## src/rtl/imply_pkg.sv

```systemverilog
// Shared types for the implication-stack arbiter.
// Holds the default variable width, the stack entry and the arbiter states.
package imply_pkg;

  localparam int IMPLY_VAR_BITS = 9;

  typedef struct packed {
    logic                      val;
    logic [IMPLY_VAR_BITS-1:0] vid;
  } imply_entry_t;

  typedef enum logic [1:0] {
    IDLE,
    POP_CMD,
    POP_DATA,
    CLEAR
  } arb_state_e;

endpackage

```

## src/rtl/imply_stack_arbiter_rr_picker.sv

```systemverilog
// Combinational round-robin picker: first valid bit at or after the
// pointer, cyclically, as one-hot and index.
module rr_picker #(
  parameter  int N  = 4,
  localparam int IW = $clog2(N)
) (
  input  logic [N-1:0]  i_valid,
  input  logic [IW-1:0] i_ptr,
  output logic [N-1:0]  o_onehot,
  output logic [IW-1:0] o_idx,
  output logic          o_any
);

  logic [IW-1:0] w_c;

  always_comb begin
    o_onehot = '0;
    o_idx    = '0;
    o_any    = 1'b0;
    w_c      = '0;
    for (int k = 0; k < N; k++) begin
      w_c = IW'((int'(i_ptr) + k) % N);
      if (!o_any && i_valid[w_c]) begin
        o_any         = 1'b1;
        o_onehot[w_c] = 1'b1;
        o_idx         = w_c;
      end
    end
  end

endmodule

```

## src/rtl/imply_stack_arbiter.sv

```systemverilog
// Push/pop sequencer for the BCP implication stack.
// Optional counters enabled by defining IMPLY_ARB_STATS_EN.
module imply_stack_arbiter
  import imply_pkg::*;
#(
  parameter  int NUM_REQ  = 4,
  parameter  int VAR_BITS = IMPLY_VAR_BITS,
  parameter  int DEPTH    = 128,
  localparam int CNT_BITS = $clog2(DEPTH + 1),
  localparam int IW       = $clog2(NUM_REQ)
) (
  input  logic                        clock,
  input  logic                        reset,
  input  logic [NUM_REQ-1:0]          req_valid,
  input  logic [NUM_REQ-1:0]          req_val,
  input  logic [NUM_REQ*VAR_BITS-1:0] req_var,
  output logic [NUM_REQ-1:0]          req_grant,
  input  logic                        pop_req,
  output logic                        pop_ack,
  output logic                        pop_valid,
  output logic                        pop_val,
  output logic [VAR_BITS-1:0]         pop_var,
  input  logic                        flush,
  output logic                        conflict,
  output logic [VAR_BITS-1:0]         conflict_var,
  output logic [CNT_BITS-1:0]         count,
  output logic                        full,
  output logic                        empty,
  output logic                        stk_en,
  output logic                        stk_rw,
  output logic                        stk_clear,
  output logic                        stk_val,
  output logic [VAR_BITS-1:0]         stk_var,
  input  logic                        stk_val_in,
  input  logic [VAR_BITS-1:0]         stk_var_in
`ifdef IMPLY_ARB_STATS_EN
  ,
  output logic [31:0]                 stat_pushes,
  output logic [31:0]                 stat_merges,
  output logic [15:0]                 stat_conflicts,
  output logic [31:0]                 stat_stall_cycles
`endif
);

  arb_state_e          r_state, w_next;
  logic [IW-1:0]       r_rr;
  logic [CNT_BITS-1:0] r_count;
  logic [VAR_BITS-1:0] r_cvar;
  logic                r_conflict;
  logic                r_stk_en, r_stk_rw, r_stk_clear, r_stk_val;
  logic [VAR_BITS-1:0] r_stk_var;
  logic                r_pop_valid;

  logic [VAR_BITS-1:0] w_var [NUM_REQ];
  logic                w_conf;
  logic [VAR_BITS-1:0] w_conf_var;
  logic [NUM_REQ-1:0]  w_win_oh;
  logic [IW-1:0]       w_win_idx;
  logic                w_any;
  logic                w_win_val;
  logic [VAR_BITS-1:0] w_win_var;
  logic                w_full, w_empty;
  logic                w_do_flush, w_do_conf, w_do_pop, w_do_push;
  logic [NUM_REQ-1:0]  w_grant;
  logic [IW-1:0]       w_rr_next;

  always_comb begin
    for (int i = 0; i < NUM_REQ; i++)
      w_var[i] = req_var[i*VAR_BITS +: VAR_BITS];
  end

  // Lowest i, then lowest j, wins among contradicting pairs
  always_comb begin
    w_conf     = 1'b0;
    w_conf_var = '0;
    for (int i = 0; i < NUM_REQ; i++) begin
      for (int j = i + 1; j < NUM_REQ; j++) begin
        if (!w_conf && req_valid[i] && req_valid[j] &&
            w_var[i] == w_var[j] && req_val[i] != req_val[j]) begin
          w_conf     = 1'b1;
          w_conf_var = w_var[i];
        end
      end
    end
  end

  rr_picker #(.N(NUM_REQ)) u_pick (
    .i_valid  (req_valid),
    .i_ptr    (r_rr),
    .o_onehot (w_win_oh),
    .o_idx    (w_win_idx),
    .o_any    (w_any)
  );

  assign w_win_val = req_val[w_win_idx];
  assign w_win_var = w_var[w_win_idx];
  assign w_full    = (r_count == CNT_BITS'(DEPTH));
  assign w_empty   = (r_count == '0);
  assign w_rr_next = IW'((int'(w_win_idx) + 1) % NUM_REQ);

  always_comb begin
    w_next     = r_state;
    w_do_flush = 1'b0;
    w_do_conf  = 1'b0;
    w_do_pop   = 1'b0;
    w_do_push  = 1'b0;
    if (flush) begin
      w_do_flush = 1'b1;
      w_next     = CLEAR;
    end else begin
      unique case (r_state)
        IDLE: begin
          if (w_conf) begin
            w_do_conf = 1'b1;
          end else if (pop_req && !w_empty) begin
            w_do_pop = 1'b1;
            w_next   = POP_CMD;
          end else if (w_any && !w_full) begin
            w_do_push = 1'b1;
          end
        end
        POP_CMD:  w_next = POP_DATA;
        POP_DATA: w_next = IDLE;
        CLEAR:    w_next = IDLE;
        default:  w_next = IDLE;
      endcase
    end
  end

  // Identical {var,val} requests ride along with the winner
  always_comb begin
    w_grant = '0;
    if (w_do_push) begin
      w_grant = w_win_oh;
      for (int i = 0; i < NUM_REQ; i++)
        if (req_valid[i] && w_var[i] == w_win_var &&
            req_val[i] == w_win_val)
          w_grant[i] = 1'b1;
    end
  end

  always_ff @(posedge clock or posedge reset) begin
    if (reset) begin
      r_state     <= IDLE;
      r_rr        <= '0;
      r_count     <= '0;
      r_cvar      <= '0;
      r_conflict  <= 1'b0;
      r_stk_en    <= 1'b0;
      r_stk_rw    <= 1'b0;
      r_stk_clear <= 1'b0;
      r_stk_val   <= 1'b0;
      r_stk_var   <= '0;
      r_pop_valid <= 1'b0;
    end else begin
      r_state     <= w_next;
      r_stk_en    <= 1'b0;
      r_stk_rw    <= 1'b0;
      r_stk_clear <= 1'b0;
      r_conflict  <= 1'b0;
      r_pop_valid <= 1'b0;
      if (w_do_flush) begin
        r_stk_en    <= 1'b1;
        r_stk_clear <= 1'b1;
        r_count     <= '0;
      end
      if (w_do_conf) begin
        r_conflict <= 1'b1;
        r_cvar     <= w_conf_var;
      end
      if (w_do_pop) begin
        r_stk_en <= 1'b1;
        r_count  <= r_count - CNT_BITS'(1);
      end
      if (w_do_push) begin
        r_stk_en  <= 1'b1;
        r_stk_rw  <= 1'b1;
        r_stk_val <= w_win_val;
        r_stk_var <= w_win_var;
        r_count   <= r_count + CNT_BITS'(1);
        r_rr      <= w_rr_next;
      end
      if (!flush && r_state == POP_CMD)
        r_pop_valid <= 1'b1;
    end
  end

  assign req_grant    = reset ? '0 : w_grant;
  assign pop_ack      = w_do_pop & ~reset;
  // A flush landing on the data cycle still kills the pop
  assign pop_valid    = r_pop_valid & ~flush;
  assign pop_val      = stk_val_in;
  assign pop_var      = stk_var_in;
  assign conflict     = r_conflict;
  assign conflict_var = r_cvar;
  assign count        = r_count;
  assign full         = w_full;
  assign empty        = w_empty;
  assign stk_en       = r_stk_en;
  assign stk_rw       = r_stk_rw;
  assign stk_clear    = r_stk_clear;
  assign stk_val      = r_stk_val;
  assign stk_var      = r_stk_var;

`ifdef IMPLY_ARB_STATS_EN
  logic [31:0] r_pushes, r_merges, r_stalls;
  logic [15:0] r_confs;
  logic [31:0] w_ngrant;
  logic [32:0] w_msum;

  always_comb begin
    w_ngrant = '0;
    for (int i = 0; i < NUM_REQ; i++)
      w_ngrant = w_ngrant + 32'(w_grant[i]);
    w_msum = {1'b0, r_merges};
    if (w_do_push)
      w_msum = {1'b0, r_merges} + 33'(w_ngrant - 32'd1);
  end

  always_ff @(posedge clock or posedge reset) begin
    if (reset) begin
      r_pushes <= '0;
      r_merges <= '0;
      r_stalls <= '0;
      r_confs  <= '0;
    end else begin
      if (w_do_push && !(&r_pushes))
        r_pushes <= r_pushes + 32'd1;
      r_merges <= w_msum[32] ? '1 : w_msum[31:0];
      if (w_do_conf && !(&r_confs))
        r_confs <= r_confs + 16'd1;
      if (|req_valid && !(|w_grant) && !(&r_stalls))
        r_stalls <= r_stalls + 32'd1;
    end
  end

  assign stat_pushes       = r_pushes;
  assign stat_merges       = r_merges;
  assign stat_conflicts    = r_confs;
  assign stat_stall_cycles = r_stalls;
`endif

endmodule

```

## config.mk

```make
export PLATFORM = sky130hd
export DESIGN_NAME = imply_stack_arbiter
export DESIGN_NICKNAME = d
export VERILOG_FILES = /design/src/rtl/imply_pkg.sv /design/src/rtl/imply_stack_arbiter_rr_picker.sv /design/src/rtl/imply_stack_arbiter.sv
export SDC_FILE = /design/constraint.sdc
export NUM_CORES = 1
export LEC_CHECK = 0
export ABC_AREA = 1
export CAP_MARGIN = 20
export CORE_MARGIN = 8
export CORE_UTILIZATION = 53
export DETAILED_ROUTE_END_ITERATION = 10
export GPL_TIMING_DRIVEN = 0
export PLACE_DENSITY = 0.83
export SLEW_MARGIN = 15
export SYNTH_ARGS = -nofsm -noshare
export SYNTH_HDL_FRONTEND = slang
export SYNTH_SLANG_ARGS = --single-unit
```

## constraint.sdc

```tcl
create_clock -name clock -period 3.8 [get_ports clock]
set_clock_uncertainty 0.15 [all_clocks]
set_input_delay 0.57 -clock clock [delete_from_list [all_inputs] [get_ports clock]]
set_output_delay 0.57 -clock clock [all_outputs]
set_load 0.01 [all_outputs]
```

== Word-level counts from Yosys, hierarchy flattened ==
Index checks and enable logic that the tools add are counted.
Widths: inputs -> output; s select.

* Word-level logic and storage cells: 195
* Register bits after elaboration: 36
* Bits of input ports: 58

* $lt $le $gt $ge: 10
* Reductions and logical operators: 57
* Multiplexer cells: 77
* Add/sub/neg operators: 6
* Bitwise logic cells: 8
* Equality and inequality tests: 26

{| class="wikitable"
|+ Operators with widths
! cell !! count
|-
| $eq 9x9->1 || 10
|-
| $mux 9 || 8
|-
| $mux 1 || 42
|-
| $logic_and 1x1->1 || 41
|-
| $mux 4 || 6
|-
| $mux 8 || 3
|-
| $bmux 9 s2 || 1
|-
| $lt 2x3->1 const B || 5
|-
| $mux 2 || 7
|-
| $or 4x4->4 || 3
|-
| $logic_not 1->1 || 11
|-
| $bmux 1 s2 || 5
|-
| $add 8x1->8 const B || 1
|-
| $demux 1 s2 || 4
|-
| $eq 8x8->1 const B || 1
|-
| $ge 2x1->1 const B || 4
|-
| $logic_not 8->1 || 1
|-
| $sub 8x1->8 const B || 1
|-
| $ne 1x1->1 || 6
|-
| $ne 3x3->1 const B || 2
|-
| $pmux 2 s3 || 1
|-
| $add 2x1->2 const B || 2
|-
| $add 2x2->2 const B || 2
|-
| $eq 1x1->1 || 4
|-
| other kinds (10) || 13
|}

== Longest topological paths before layout ==
* Depth after elaboration: 39
* Mapped depth: 21
* Depth with buffers taken out: 19

== Cells and area by module ==
A second synthesis with hierarchy kept.

* Cell total of the unflattened synthesis: 804
* Area, all modules: 4735.8 um2

{| class="wikitable"
|+ By module, submodules not included
! module !! sequential area each (um2) !! cells an instance !! area an instance (um2) !! instances
|-
| imply_stack_arbiter || 900.9 || 730 || 4295.4 || 1
|-
| rr_picker || 0.0 || 74 || 440.4 || 1
|}

== Worst setup path before layout ==
Ideal clock, no wire load.

* Path kind: reg-to-output
* Start point: register r_rr[0]
* End point: output port req_grant[3]
* Buffers on the path: 2
* Stages on the path, launching flop included: 20
* Data required time: 3080 ps
* Setup slack: 569 ps
* Arrival time: 2511 ps
* Cell sequence: dfrtp_1 buf_6 inv_6 ha_1 inv_1 nand3_2 nand2_4 nand3_2 nor2_4 nor2_2 nor2_4 buf_12 nand3_2 nand2_2 nand2_1 nand2_1 nand2_1 nor2_1 nand3_1 a21oi_1

* Cells in the longest elaborated chain, start to end: 22
* Elaborated cells between the ends (all ways): 71
* Those cells by class: 3 x add/sub; 8 x order compare; 2 x eq/ne; 41 x mux; 4 x bitwise; 13 x reduce/logical

{| class="wikitable"
|+ RTL lines
! element !! RTL line !! RTL
|-
| from (decl) || imply_stack_arbiter.sv:46 || <nowiki>logic [IW-1:0] r_rr;</nowiki>
|-
| from (signal assigned) || imply_stack_arbiter.sv:181 || <nowiki>r_rr <= w_rr_next;</nowiki>
|-
| parallel branches: the longest is 20 deep, another holds $add 2x1->2 || n/a ||
|-
| $mux 4 * || imply_stack_arbiter.sv:133 || <nowiki>if (w_do_push) begin</nowiki>
|-
| $mux 4 * || imply_stack_arbiter.sv:188 || <nowiki>assign req_grant = reset ? '0 : w_grant;</nowiki>
|-
| to (decl) || imply_stack_arbiter.sv:17 || <nowiki>output logic [NUM_REQ-1:0] req_grant,</nowiki>
|}

Every way passes the cells marked *. The select of a mux whose other input is x is not followed.

== Final worst setup path ==
* Start point: register r_rr[0]
* End point: output port req_grant[0]

The elaborated chain is that of the path after synthesis.

==> impl_summary.log <==
[metrics] total of endpoints with negative setup slack in the final report: 4
[metrics] Synth cell types: 40
[metrics] gr ovfl total: 0
[metrics] Max Fclk: 254 MHz
[metrics] setup repair after global routing missed its margin: yes
[metrics] worst setup path class: register to output port
[metrics] hold_ws: 0.342 ns
[metrics] synthesized netlist cell count: roughly 790
[metrics] master cell of the clock root buffer: clkbuf_8
[metrics] Post-Syn Nets: 857
[metrics] crit-path max cell delay: 0.53 ns
[metrics] count of endpoints failing hold in the final timing report: 0
[metrics] number of filler instances in the final layout: 751
[metrics] class of the worst hold path: register to register
[metrics] Area Growth Syn to Fin: 33.4%
[metrics] PwrDens: between 900 and 1000 nW/um2
[metrics] Required @ worst endpoint: 3.08 ns
[metrics] count of nets left with antenna violations after detail routing: 0
[metrics] routed via count divided by cell count: 6.49
[metrics] status: finished, violations left
[metrics] Final Routed Wirelength: 22600 um
[metrics] clock buffer depth: 2
[metrics] failing checks: negative setup slack
[metrics] Leakage: roughly 0.0032 uW
[metrics] number of DRC violations after detailed routing: 0
[metrics] maximum number of pins on one net before global-route repair: 38
[metrics] cell area after synthesis: ~4800 um2
[metrics] PnR worst setup slack: -0.132 ns
[metrics] worst path cell trace: inv_8 -> ha_4 -> nand3_2 -> nand2_2 -> nand4_1 -> nand2_4 -> nand2_8 -> buf_8 -> nand2_2 -> nand3_4 -> buf_4 -> nand3_1 -> nand2_1 -> inv_1 -> nand2_1 -> nor2_2 -> nand3_2 -> a21oi_2 -> buf_2
[metrics] tightest slew margin relative to the limit: a little under half
[metrics] largest fanout on the critical path: 8
[metrics] minimum clock period after layout: around 3.9 ns
[metrics] accumulated negative setup slack: -0.334 ns
[metrics] die boundary width: 112 um
[metrics] Pre-antenna DRT Iters: 8
[metrics] number of max-capacitance violations reported: 0
[metrics] net count of the finished layout: 966
[metrics] CP max stage cell: dfrtp_2
[metrics] dpl hpwl: approximately 16000 um
[metrics] Buffers on Ports: 78
[metrics] final slew viol count: 0
[metrics] Clk Latency, worst-skew pair: around 0.30 ns
[metrics] global-route usage over all layers: about a third
[metrics] hold bufs inserted after CTS: 0
[metrics] antenna violations before repair: 0
[metrics] post-synthesis async set-or-reset flop share: 100%
[metrics] placement row count: 35
[metrics] worst vdd ir: 0.483 mV
[metrics] leading register cell type out of synthesis: dfrtp_1
[metrics] sort of element at the start of the critical path: register
[metrics] CTS tree: yes
[metrics] post-route clock period utilization: 103%
[metrics] DIE AREA: 12500 um2
[metrics] Wirelength per Cell: 22.4 um
[metrics] total placed instance area: around 5800 um2
[metrics] die height: about 110 um
[metrics] first-pass GRT wire length: 32800 um
[metrics] syn_area_per_cell: 6.15 um2
[metrics] CP endpoint kind: output port
[metrics] count of flip-flops with a built-in enable after synthesis: 0
[metrics] register area share after synthesis: 18.6%
[metrics] CTS Buf Count: 5
[metrics] sinks on the clock net: 36
[metrics] Core Footprint: 9060 um2
[metrics] number of synthesized register bits: 36
[metrics] H-tree level count: 2
[metrics] total number of vias: 6537
[metrics] slew at the pin with the worst max-slew slack: 0.788 ns
[metrics] area of all placed cells without fillers: 6470 um2
[metrics] initial core utilization: 53.5%
[metrics] fraction of layout instances using a drive strength above 1: 22.5%
[metrics] Worst Path Arrival: 3.21 ns
[metrics] CTS clock-pin slew for the worst setup and hold paths: 0.08 ns
[metrics] Final GP Congestion: between 1 and 1.5
[metrics] vias in the first global route: 6145
[metrics] number of diodes added for antenna fixing: 0
[metrics] total number of yosys warnings: 0
[metrics] initial DRC count: around 880
[metrics] number of I/O pins: 107
==> flip-flops by register name, indices dropped and copies added (netlist names) <==
signal / cells
stk_rw: 1
conflict: 1
stk_en: 1
r_pop_valid: 1
conflict_var: 9
count: 8
stk_clear: 1
stk_val: 1
stk_var: 9
r_rr: 2
r_state: 2
==> report_power, final <==
part           internal [uW]  switching, uW  total, uW
clock                    162            153        315
sequential               465           90.4        555
combinational           1990           3120       5110
==> cells in the final DEF, fill, tap and decap left out, types with 22 or more instances in the layout <==
cell | Yosys | layout
nand3_4 | 10 | 22
nand3_1 | 105 | 97
nor2_1 | 59 | 49
xor2_1 | 24 | 24
buf_4 | 12 | 30
o21ai_0 | 26 | 26
inv_1 | 89 | 75
dfrtp_1 | 36 | 34
clkdlybuf4s50_1 | 0 | 49
nand2_1 | 227 | 203
nand2_2 | 10 | 27
==> layout make-up <==
type                            instances  area, um2  share of cell area [%]
Tap cell                              111        139                    2.15
Inverter                              101        392                    6.06
Timing Repair Buffer                  103       1010                    15.7
Sequential cell                        36        903                    14.0
Clock buffer                            7       96.3                    1.49
Buffer                                 42        325                    5.03
Multi-Input combinational cell        608       3600                    55.7
==> layer usage <==
layer	part of all wire, %	up-vias	global-route usage [%]
met4	6.9	0	18.9
met2	45	616	53.7
met3	12	175	7.79
met1	36	2949	39.0
li1	-	2797	-
met5	0	-	0
==> Yosys cell counts (all sizes together) (10+ instances only) <==
master	count	area share, %
nor4	10	1.3
o22ai	15	1.9
dfrtp	36	19
nor3	13	1.3
nand3	129	17
clkbuf	12	1.1
ha	11	2.8
nand2	242	20
o21ai	29	3.0
nor2	66	5.9
a21oi	25	2.7
inv	96	7.5
nand4	20	2.6
buf	31	5.1
xor2	24	4.3
==> metrics by stage <==
| stage | std cells | total power [uW] | util, % | setup slack (ns) |
|---|---|---|---|---|
| floorplan | 788 | 3340 | - | 0.569 |
| global placement | 977 | 4190 | 63.6 | -0.749 |
| CTS | 993 | 4890 | 66.5 | 0.000700 |
| finish | 1008 | 5970 | 71.3 | -0.132 |
| detailed placement | 977 | 4280 | 63.6 | -0.797 |
| global route | 1008 | 6270 | 71.3 | -0.188 |
==> kinds of logic after synthesis <==
group | share of synthesized area [%]
and+or+nand+nor | 49.5
buffers and inverters | 14.1
AOI/OAI and AO/OA | 9.89
DFF | 18.6
xor gates and xnor gates | 5.06
adders and majority gates | 2.84
==> worst max-delay path: cells and delay by family (launching register included) <==
kind,cells,cell delay [ns]
adders and majority gates,1,0.31
AOI/OAI and AO/OA,1,0.13
DFF,1,0.53
and+or+nand+nor,12,1.34
buffers and inverters,5,0.59
==> final timing paths <==
kind | start | end | slack [ns] | cells after the start
max | r_rr[0] | req_grant[0] | -0.13 | 19
min | r_state[1] | r_pop_valid | 0.34 | 1
max reg2reg | r_rr[0] | count[4] | 1.03 | 13
min reg2reg | r_state[1] | r_pop_valid | 0.34 | 1
max in group asynchronous | reset | r_rr[1] | 2.33 | 2
min in group asynchronous | reset | stk_var[5] | 0.63 | 2
==> timing repair <==
item                                    CTS  global route
cloned                                    1             2
gates resized for setup                  72            90
setup buffers                             9            13
pin swaps                                13            38
endpoints found under the setup margin    5             5
No activity file was read; power rests on OpenSTA's default activity.
